**src/rtl/bf_pkg.sv**
```systemverilog
// Shared definitions for the BF instruction sequencer.
// Opcode values, sequencer states and the default nesting-counter width.
package bf_pkg;

   localparam int DEPTH_WIDTH_DEF = 4;

   localparam logic [3:0] OP_NOP     = 4'h0;
   localparam logic [3:0] OP_PTR_INC = 4'h1;
   localparam logic [3:0] OP_PTR_DEC = 4'h2;
   localparam logic [3:0] OP_INC     = 4'h3;
   localparam logic [3:0] OP_DEC     = 4'h4;
   localparam logic [3:0] OP_OUT     = 4'h5;
   localparam logic [3:0] OP_IN      = 4'h6;
   localparam logic [3:0] OP_LSTART  = 4'h7;
   localparam logic [3:0] OP_LEND    = 4'h8;
   localparam logic [3:0] OP_HALT    = 4'hF;

   typedef enum logic [2:0] {
      S_IDLE,
      S_RUN,
      S_SCAN_FWD,
      S_SCAN_BACK,
      S_DONE
   } state_t;

endpackage

```
**src/rtl/bf_loop_stack.sv**
```systemverilog
// LIFO of loop return addresses (the pc of each taken LOOP_START).
// Only built when BF_LOOP_STACK_EN is defined.
module bf_loop_stack
   import bf_pkg::*;
#(
   parameter int ADDR_WIDTH  = 8,
   parameter int DEPTH_WIDTH = DEPTH_WIDTH_DEF
) (
   input  logic                  clk,
   input  logic                  rst_n,
   input  logic                  push,
   input  logic                  pop,
   input  logic [ADDR_WIDTH-1:0] push_data,
   output logic [ADDR_WIDTH-1:0] top,
   output logic                  full,
   output logic                  empty
);

   localparam int ENTRIES = 2 ** DEPTH_WIDTH;

   logic [ADDR_WIDTH-1:0]  mem [ENTRIES];
   logic [DEPTH_WIDTH:0]   count;
   logic [DEPTH_WIDTH-1:0] top_idx;

   assign full    = (count == (DEPTH_WIDTH+1)'(ENTRIES));
   assign empty   = (count == '0);
   assign top_idx = count[DEPTH_WIDTH-1:0] - 1'b1;
   assign top     = mem[top_idx];

   // Occupancy counter; reset empties the stack.
   always_ff @(posedge clk or negedge rst_n) begin
      if (!rst_n) begin
         count <= '0;
      end else if (push && !full) begin
         count <= count + 1'b1;
      end else if (pop && !empty) begin
         count <= count - 1'b1;
      end
   end

   // Entry storage; contents above count are don't-care.
   always_ff @(posedge clk) begin
      if (push && !full) begin
         mem[count[DEPTH_WIDTH-1:0]] <= push_data;
      end
   end

endmodule

```
**src/rtl/bf_fetch_ctrl.sv**
```systemverilog
// BF instruction sequencer: pc, opcode decode, bracket resolution.
// Optional BF_LOOP_STACK_EN replaces backward scans with a return stack.
module bf_fetch_ctrl
   import bf_pkg::*;
#(
   parameter int DATA_WIDTH  = 4,
   parameter int ADDR_WIDTH  = 8,
   parameter int DEPTH_WIDTH = DEPTH_WIDTH_DEF
) (
   input  logic                  clk,
   input  logic                  rst_n,
   input  logic                  start,
   output logic [ADDR_WIDTH-1:0] rom_addr,
   input  logic [DATA_WIDTH-1:0] rom_data,
   output logic                  exec_valid,
   output logic [DATA_WIDTH-1:0] exec_op,
   input  logic                  exec_ready,
   input  logic                  cell_zero,
   output logic                  halted,
   output logic                  error
);

   state_t                 state, state_d;
   logic [ADDR_WIDTH-1:0]  pc, pc_d;
   logic [DEPTH_WIDTH-1:0] depth, depth_d;
   logic                   err_q, err_d;
   logic                   fault;
   logic                   is_exec, is_ls, is_le, is_halt;
   logic                   pc_max, pc_min, dep_max, dep_one;

`ifdef BF_LOOP_STACK_EN
   logic                  push, pop;
   logic                  stk_full, stk_empty;
   logic [ADDR_WIDTH-1:0] stk_top;

   bf_loop_stack #(
      .ADDR_WIDTH  (ADDR_WIDTH),
      .DEPTH_WIDTH (DEPTH_WIDTH)
   ) u_stack (
      .clk       (clk),
      .rst_n     (rst_n),
      .push      (push),
      .pop       (pop),
      .push_data (pc),
      .top       (stk_top),
      .full      (stk_full),
      .empty     (stk_empty)
   );
`endif

   assign rom_addr = pc;
   assign halted   = (state == S_DONE);
   assign error    = err_q;

   assign is_exec = (rom_data >= DATA_WIDTH'(OP_PTR_INC))
                 && (rom_data <= DATA_WIDTH'(OP_IN));
   assign is_ls   = (rom_data == DATA_WIDTH'(OP_LSTART));
   assign is_le   = (rom_data == DATA_WIDTH'(OP_LEND));
   assign is_halt = (rom_data == DATA_WIDTH'(OP_HALT));

   assign pc_max  = &pc;
   assign pc_min  = (pc == '0);
   assign dep_max = &depth;
   assign dep_one = (depth == DEPTH_WIDTH'(1));

   // Sequencer state, pc, nesting depth and sticky error.
   always_ff @(posedge clk or negedge rst_n) begin
      if (!rst_n) begin
         state <= S_IDLE;
         pc    <= '0;
         depth <= '0;
         err_q <= 1'b0;
      end else begin
         state <= state_d;
         pc    <= pc_d;
         depth <= depth_d;
         err_q <= err_d;
      end
   end

   // Next state, pc/depth update, issue handshake; faults hold pc.
   always_comb begin
      state_d    = state;
      pc_d       = pc;
      depth_d    = depth;
      err_d      = err_q;
      fault      = 1'b0;
      exec_valid = 1'b0;
      exec_op    = '0;
`ifdef BF_LOOP_STACK_EN
      push       = 1'b0;
      pop        = 1'b0;
`endif
      unique case (state)
         S_IDLE: begin
            if (start) begin
               state_d = S_RUN;
               pc_d    = '0;
               depth_d = '0;
            end
         end
         S_RUN: begin
            unique case (1'b1)
               is_exec: begin
                  exec_valid = 1'b1;
                  exec_op    = rom_data;
                  if (exec_ready) begin
                     if (pc_max) fault = 1'b1;
                     else        pc_d  = pc + 1'b1;
                  end
               end
               is_ls: begin
                  if (cell_zero) begin
                     if (pc_max) begin
                        fault = 1'b1;
                     end else begin
                        depth_d = DEPTH_WIDTH'(1);
                        pc_d    = pc + 1'b1;
                        state_d = S_SCAN_FWD;
                     end
                  end else begin
`ifdef BF_LOOP_STACK_EN
                     if (stk_full) fault = 1'b1;
                     else          push  = 1'b1;
`endif
                     if (pc_max) fault = 1'b1;
                     else        pc_d  = pc + 1'b1;
                  end
               end
               is_le: begin
`ifdef BF_LOOP_STACK_EN
                  if (stk_empty) begin
                     fault = 1'b1;
                  end else if (!cell_zero) begin
                     if (&stk_top) fault = 1'b1;
                     else          pc_d  = stk_top + 1'b1;
                  end else begin
                     pop = 1'b1;
                     if (pc_max) fault = 1'b1;
                     else        pc_d  = pc + 1'b1;
                  end
`else
                  if (!cell_zero) begin
                     if (pc_min) begin
                        fault = 1'b1;
                     end else begin
                        depth_d = DEPTH_WIDTH'(1);
                        pc_d    = pc - 1'b1;
                        state_d = S_SCAN_BACK;
                     end
                  end else begin
                     if (pc_max) fault = 1'b1;
                     else        pc_d  = pc + 1'b1;
                  end
`endif
               end
               is_halt: begin
                  state_d = S_DONE;
               end
               default: begin
                  if (pc_max) fault = 1'b1;
                  else        pc_d  = pc + 1'b1;
               end
            endcase
         end
         S_SCAN_FWD: begin
            if (pc_max) fault = 1'b1;
            else        pc_d  = pc + 1'b1;
            unique case (1'b1)
               is_ls: begin
                  if (dep_max) fault   = 1'b1;
                  else         depth_d = depth + 1'b1;
               end
               is_le: begin
                  if (dep_one) state_d = S_RUN;
                  else         depth_d = depth - 1'b1;
               end
               default: ;
            endcase
         end
         S_SCAN_BACK: begin
            unique case (1'b1)
               is_ls && dep_one: begin
                  if (pc_max) begin
                     fault = 1'b1;
                  end else begin
                     pc_d    = pc + 1'b1;
                     state_d = S_RUN;
                  end
               end
               default: begin
                  if (pc_min) fault = 1'b1;
                  else        pc_d  = pc - 1'b1;
                  if (is_le) begin
                     if (dep_max) fault   = 1'b1;
                     else         depth_d = depth + 1'b1;
                  end else if (is_ls) begin
                     depth_d = depth - 1'b1;
                  end
               end
            endcase
         end
         S_DONE: ;
         default: state_d = S_DONE;
      endcase
      if (fault) begin
         err_d   = 1'b1;
         state_d = S_DONE;
         pc_d    = pc;
         depth_d = depth;
`ifdef BF_LOOP_STACK_EN
         push    = 1'b0;
         pop     = 1'b0;
`endif
      end
   end

endmodule

```
**config.mk**
```make
export PLATFORM = sky130hd
export DESIGN_NAME = bf_fetch_ctrl
export DESIGN_NICKNAME = d
export VERILOG_FILES = /design/src/rtl/bf_pkg.sv /design/src/rtl/bf_loop_stack.sv /design/src/rtl/bf_fetch_ctrl.sv
export SDC_FILE = /design/constraint.sdc
export NUM_CORES = 1
export LEC_CHECK = 0
export CAP_MARGIN = 20
export CORE_AREA = 2 2 67 53
export DETAILED_ROUTE_END_ITERATION = 7
export DIE_AREA = 0 0 69 55
export PLACE_DENSITY = 0.89
export REMOVE_ABC_BUFFERS = 1
export SYNTH_ARGS = -nofsm -noshare
export SYNTH_HDL_FRONTEND = slang
export SYNTH_SLANG_ARGS = --single-unit
```
**constraint.sdc**
```tcl
create_clock -name clk -period 3 [get_ports clk]
set_input_delay 0.6 -clock clk [delete_from_list [all_inputs] [get_ports clk]]
set_output_delay 0.6 -clock clk [all_outputs]
set_load 0.02 [all_outputs]
```
==> results.sh, run 1 <==
export IMPL_clk_latency_ns=0.26
export IMPL_status="completed"
export IMPL_cts_tree="built"
export IMPL_finalInstanceArea_sq_um=2040
export IMPL_wl_per_cell_microns=15.8
export IMPL_post_route_min_period_ns=2.92
export IMPL_crit_type="in -> out"
export IMPL_antenna_cells=0
export IMPL_power_frac_comb_pct=9.3
export IMPL_grt_pass1_vias=1530
export IMPL_synth_avg_cell_area_sq_um=8.08
export IMPL_postCtsHoldBufs=0
export IMPL_die_area_sq_um=3800
export IMPL_dr_pass1_iters=4
export IMPL_ctsRootBufferMaster="clkbuf_8"
export IMPL_dp_slack_ns=0.0516
export IMPL_grt_first_pass_wirelength_microns=7180
export IMPL_fp_row_count=18
export IMPL_initial_core_util_pct=53.1
export IMPL_nNetsFinal=250
export IMPL_post_route_period_util_pct=97.2
export IMPL_holdPathStages=1
export IMPL_hp_class="reg -> reg"
export IMPL_fillers=262
export IMPL_reg2reg_depth=8
export IMPL_grt_overflow_total=0
export IMPL_viasPerCell=6.22
export IMPL_rsz0062_at_grt="no"
export IMPL_ant_nets=0
export IMPL_p_per_area_nw_per_um2=227
export IMPL_ir_drop_mv=0.235
export IMPL_grt_max_degree=17
export IMPL_dpl_hpwl_microns=3170
export IMPL_worst_pin_slew_ns=0.837
export IMPL_yosysSeqAreaShare_pct=23.9
export IMPL_finClkSkew_ns=0.000497
export IMPL_arrival_ns=2.32
export IMPL_hold_viol=0
export IMPL_core_area_sq_um=3150
export IMPL_worst_setup_path_start_kind="primary input"
export IMPL_top_usage_layer="met2"
export IMPL_setup_viol=0
export IMPL_wl_microns=4340
export IMPL_syn_inst=207
export IMPL_cp_end_kind="output pin"
export IMPL_cts_max_path_buffers=2
export IMPL_total_power_mw=0.464
export IMPL_ys_types=57
export IMPL_placed_cell_area_sq_um=1990
export IMPL_portBuffers=22
export IMPL_pin_count=24
export IMPL_multiInputGateArea_sq_um=1160
export IMPL_timing_fmax_mhz=343
export IMPL_antenna_found_initial=0
export IMPL_gp_congestion=0.868
export IMPL_ys_ff_latch=16
export IMPL_netlist_area_sq_um=1670
export IMPL_cts_buffers=3
export IMPL_clockPowerShare_pct=44.2
export IMPL_switching_share_pct=23.8
export IMPL_synth_edf_count=0
export IMPL_vias=1705
export IMPL_internal_power_mw=0.353
export IMPL_grt_use_met3_pct=4.53
export IMPL_post_cts_buffers=0
export IMPL_fin_ws_ns=0.0843
export IMPL_die_w_microns=69
export IMPL_die_h_microns=55
export IMPL_regArea_sq_um=400
export IMPL_met2_usage_pct=36.7
export IMPL_syn2layout_area_growth_pct=22.1
export IMPL_p_sw_mw=0.111
export IMPL_cap_violations=0
export IMPL_maxSlewViolCount=0
export IMPL_crit_fanout=3
export IMPL_drc=0
export IMPL_grt_usage_pct=23.8
export IMPL_final_cell_mix="22 x clkdlybuf4s50_1, 20 x nor2_1, 18 x buf_4, 16 x dfrtp_1, 15 x nand2_1"
export IMPL_async_flop_share_pct=100
export IMPL_tns_ns=0
export IMPL_h_tree_depth=1
export IMPL_p_leak_nw=0.784
export IMPL_cts_resized=0
export IMPL_clock_sinks=16
export IMPL_yosysWarnings=0
export IMPL_clk_pin_slew_ns=0.07
export IMPL_cp_data_required_time_ns=2.40
export IMPL_use_met1_pct=34.1
export IMPL_yosys_most_used_dff="dfrtp_1"
export IMPL_drt_iter0_drc=181
export IMPL_hold_ws_ns=0.478
export IMPL_final_common_cell="clkdlybuf4s50_1"
export IMPL_relSlewSlack_pct=44.1
export IMPL_layout_drive_gt1_share_pct=15.4
export IMPL_seq_power_share_pct=46.5
==> registers in the layout, indices dropped and copies added (netlist names) <==
name      count
error         1
depth         4
rom_addr      8
state         3
==> layout make-up <==
class	count	area share (%)
timing repair buffer	40	17.4
multi-input combinational	169	56.9
clock buffer	4	2.70
inverter	5	0.919
tap	40	2.45
sequential	16	19.6
==> final timing paths <==
| path | from | endpoint | slack (ns) |
|---|---|---|---|
| setup / recovery | rom_data[0] | exec_op[1] | 0.08 |
| hold / removal | error | error | 0.48 |
| setup reg to reg | depth[1] | depth[3] | 0.50 |
| hold reg to reg | error | error | 0.48 |
| max in group asynchronous | rst_n | state[2] | 1.73 |
| min in group asynchronous | rst_n | rom_addr[7] | 0.79 |
==> cell usage after synthesis (2+ instances only) <==
library cell | n | area (sq um)
and4b_1 | 2 | 20.0
nand4b_1 | 2 | 17.5
nand2b_1 | 5 | 31.3
o21ai_1 | 3 | 15.0
nor4_1 | 3 | 18.8
buf_2 | 7 | 35.0
nor3b_1 | 4 | 30.0
nor3_1 | 5 | 25.0
o211ai_1 | 2 | 15.0
or3_1 | 2 | 12.5
a31oi_1 | 5 | 31.3
and4_1 | 3 | 26.3
nor2_1 | 20 | 75.1
nor2b_1 | 2 | 12.5
o31ai_1 | 6 | 45.0
nand3b_1 | 3 | 22.5
clkbuf_1 | 6 | 22.5
o22ai_1 | 2 | 12.5
nand2_1 | 15 | 56.3
dfrtp_1 | 16 | 400
xnor2_1 | 2 | 17.5
o31a_1 | 2 | 17.5
a21boi_0 | 2 | 15.0
buf_6 | 2 | 22.5
nand4_1 | 2 | 12.5
a211oi_1 | 2 | 15.0
ha_1 | 6 | 75.1
o32a_1 | 2 | 20.0
mux2i_1 | 6 | 60.1
o21ai_0 | 9 | 45.0
nand3_1 | 10 | 50.1
mux2_2 | 4 | 45.0
and3_1 | 5 | 31.3
a211o_1 | 4 | 35.0
a211oi_2 | 2 | 25.0
and2_1 | 2 | 12.5
a21oi_1 | 8 | 40.0
inv_1 | 5 | 18.8
==> power by group through the flow <==
stage | clock, mW | combinational [mW] | sequential, mW
after floorplan | 0 | 0.0123 | 0.220
after global placement | 0 | 0.0413 | 0.220
final | 0.205 | 0.0430 | 0.216
after global routing | 0.217 | 0.0467 | 0.215
after detailed placement | 0 | 0.0427 | 0.220
after CTS | 0.208 | 0.0429 | 0.216
==> cells by family after synthesis <==
logic type,count (synthesis),synth area share (%)
DFF,16,23.9
AOI/OAI and AO/OA,57,25.0
and+or+nand+nor,92,31.6
muxes,11,7.18
adders and majority gates,6,4.49
buffers and inverters,22,6.58
other,1,0.224
xor gates and xnor gates,2,1.05
==> per-stage QoR <==
step | utilization (%) | cells
4_1_cts | 64.8 | 274
3_5_place_dp | 63.0 | 270
5_1_grt | 64.8 | 274
2_1_floorplan | - | 190
3_3_place_gp | 63.0 | 270
6_report | 64.8 | 274
==> critical path, stage by stage <==
cell and delay (ns):
clkdlybuf4s50_1 0.43, or3_1 0.40, and3_1 0.20, and2_1 0.16, clkdlybuf4s50_1 0.53
==> routing by layer <==
layer	part of all wire, %	up-vias
li1	-	832
met1	48	775
met2	42	92
met3	9.3	6
met4	0.97	0
met5	0	-
Note: power is estimated with default switching activity, not from simulation.
==> run 2: changes to the inputs <==
Settings changed: CAP_MARGIN 20 to unset.
==> results of run 2 <==
No change in the layout: final DEF, timing and power equal those of run 1.
==> run 3: changes to the inputs <==
Settings changed: TNS_END_PERCENT set to 30.
Clock period 3 ns to 3.2 ns, I/O delays scaled along.
==> run 3 against run 2 <==
  * Utilization down 1.9 points
  * Register-to-register slack better by 0.19 ns
  * Non-clock buffer count down 8
  * Via count down 1.2%
  * Sequential share of layout area up 0.59 points
  * Critical path type unchanged
  * Largest cell class unchanged
==> results.sh, run 3 (same netlist as run 1, synthesis figures left out) <==
export IMPL_vias=1684
export IMPL_cp_end_kind="output pin"
export IMPL_r2r_end="depth[0]"
export IMPL_layout_drive_gt1_share_pct=12.4
export IMPL_grt_usage_pct=23.4
export IMPL_largest_reg_flops=8
export IMPL_grt_overflow_total=0
export IMPL_die_area_sq_um=3800
export IMPL_antenna_cells=0
export IMPL_cp_data_required_time_ns=2.56
export IMPL_slowest_delay_ns=0.54
export IMPL_crit_type="in -> out"
export IMPL_drt_iter0_drc=151
export IMPL_cts_tree="built"
export IMPL_holdPathStages=1
export IMPL_hold_ws_ns=0.477
export IMPL_gp_congestion=0.905
export IMPL_grt_first_pass_wirelength_microns=7030
export IMPL_crit_fanout=8
export IMPL_cap_violations=0
export IMPL_ctsRootBufferMaster="clkbuf_8"
export IMPL_clk_latency_ns=0.26
export IMPL_crit_top_cell="clkdlybuf4s50_1"
export IMPL_p_leak_nw=0.746
export IMPL_finClkSkew_ns=0.0103
export IMPL_status="completed"
export IMPL_placed_cell_area_sq_um=1930
export IMPL_viasPerCell=6.33
export IMPL_portBuffers=22
export IMPL_clk_pin_slew_ns=0.07
export IMPL_reg2reg_depth=8
export IMPL_finalInstanceArea_sq_um=1980
export IMPL_ant_nets=0
export IMPL_worst_pin_slew_ns=0.795
export IMPL_r2r_slack_ns=0.69
export IMPL_cp_top_family="buffers and inverters"
export IMPL_wl_per_cell_microns=15.8
export IMPL_maxSlewViolCount=0
export IMPL_dp_cells=262
export IMPL_pin_count=24
export IMPL_drc=0
export IMPL_fillers=272
export IMPL_grt_pass1_vias=1482
export IMPL_relSlewSlack_pct=46.9
export IMPL_syn2layout_area_growth_pct=18.5
export IMPL_clock_sinks=16
export IMPL_core_area_sq_um=3150
export IMPL_die_h_microns=55
export IMPL_worstHoldStart="error"
export IMPL_wl_microns=4210
export IMPL_final_cell_mix="22 x clkdlybuf4s50_1, 20 x nor2_1, 16 x dfrtp_1, 15 x nand2_1"
export IMPL_min_to="error"
export IMPL_setup_viol=0
export IMPL_antenna_found_initial=0
export IMPL_initial_core_util_pct=53.1
export IMPL_cts_resized=0
export IMPL_die_w_microns=69
export IMPL_cp_num_buf_inv=2
export IMPL_worst_setup_path_start_kind="primary input"
export IMPL_regArea_sq_um=400
export IMPL_hold_viol=0
export IMPL_crit_slowest_cell="clkdlybuf4s50_1"
export IMPL_arrival_ns=2.44
export IMPL_multiInputGateArea_sq_um=1160
export IMPL_total_power_mw=0.423
export IMPL_timing_fmax_mhz=325
export IMPL_ir_drop_mv=0.162
export IMPL_grt_max_degree=17
export IMPL_cts_max_path_buffers=2
export IMPL_path_cells="clkdlybuf4s50_1 -> or3_1 -> and3_1 -> and2_1 -> clkdlybuf4s50_1"
export IMPL_r2r_start="depth[1]"
export IMPL_cts_buffers=3
export IMPL_h_tree_depth=1
export IMPL_postCtsHoldBufs=0
export IMPL_hp_class="reg -> reg"
export IMPL_fp_row_count=18
export IMPL_post_route_min_period_ns=3.08
export IMPL_final_common_cell="clkdlybuf4s50_1"
export IMPL_p_per_area_nw_per_um2=213
export IMPL_dpl_hpwl_microns=3070
export IMPL_nNetsFinal=242
export IMPL_post_cts_buffers=0
export IMPL_post_route_period_util_pct=96.3
export IMPL_rsz0062_at_grt="no"
export IMPL_tns_ns=0
export IMPL_layout_cells_non_filler=266
export IMPL_dr_pass1_iters=5
==> run 3: changes by cell type in the layout (fill, tap and decap cells not counted), sizes merged <==
cell,change
buf,-8
==> run 3: cell type report <==
class	instances	share of cell area, %
flip-flops and latches	16	20.2
inverters	5	0.947
clock buffers	4	2.78
repair buffers	32	14.9
multi-input cells	169	58.6
well taps	40	2.53
==> run 3: routing by layer <==
| layer | GRT usage (%) | wire (microns) |
|---|---|---|
| met1 | 32.9 | 1980 |
| met2 | 36.4 | 1760 |
| met3 | 4.35 | 413 |
| met4 | 8.50 | 52 |
| met5 | 0 | 0 |
==> run 3: power by group <==
group          leakage [nW]  switching [mW]  total, mW  internal, mW
registers             0.203               0      0.202         0.202
clock network        0.0288          0.0753      0.185         0.109
logic                 0.514          0.0200     0.0358        0.0158
total                 0.746          0.0952      0.423         0.327
==> run 3: through the flow <==
step	setup slack [ns]	util, %
3_3_place_gp	0.164	61.1
2_1_floorplan	0.782	-
5_1_grt	0.0391	62.9
4_1_cts	0.122	62.9
6_report	0.120	62.9
3_5_place_dp	0.135	61.1
==> run 3: worst max-delay path by stage <==
stage | startpoint | end | slack, ns | cells after the start
detailed placement | rom_data[2] | exec_op[1] | 0.13 | 5
CTS | rom_data[2] | exec_op[1] | 0.12 | 5
global route | rom_data[2] | exec_op[1] | 0.04 | 5
floorplan | rom_data[0] | rom_addr[0] | 0.78 | 5
finish | rom_data[2] | exec_op[1] | 0.12 | 5
global placement | rom_data[2] | exec_op[1] | 0.16 | 5
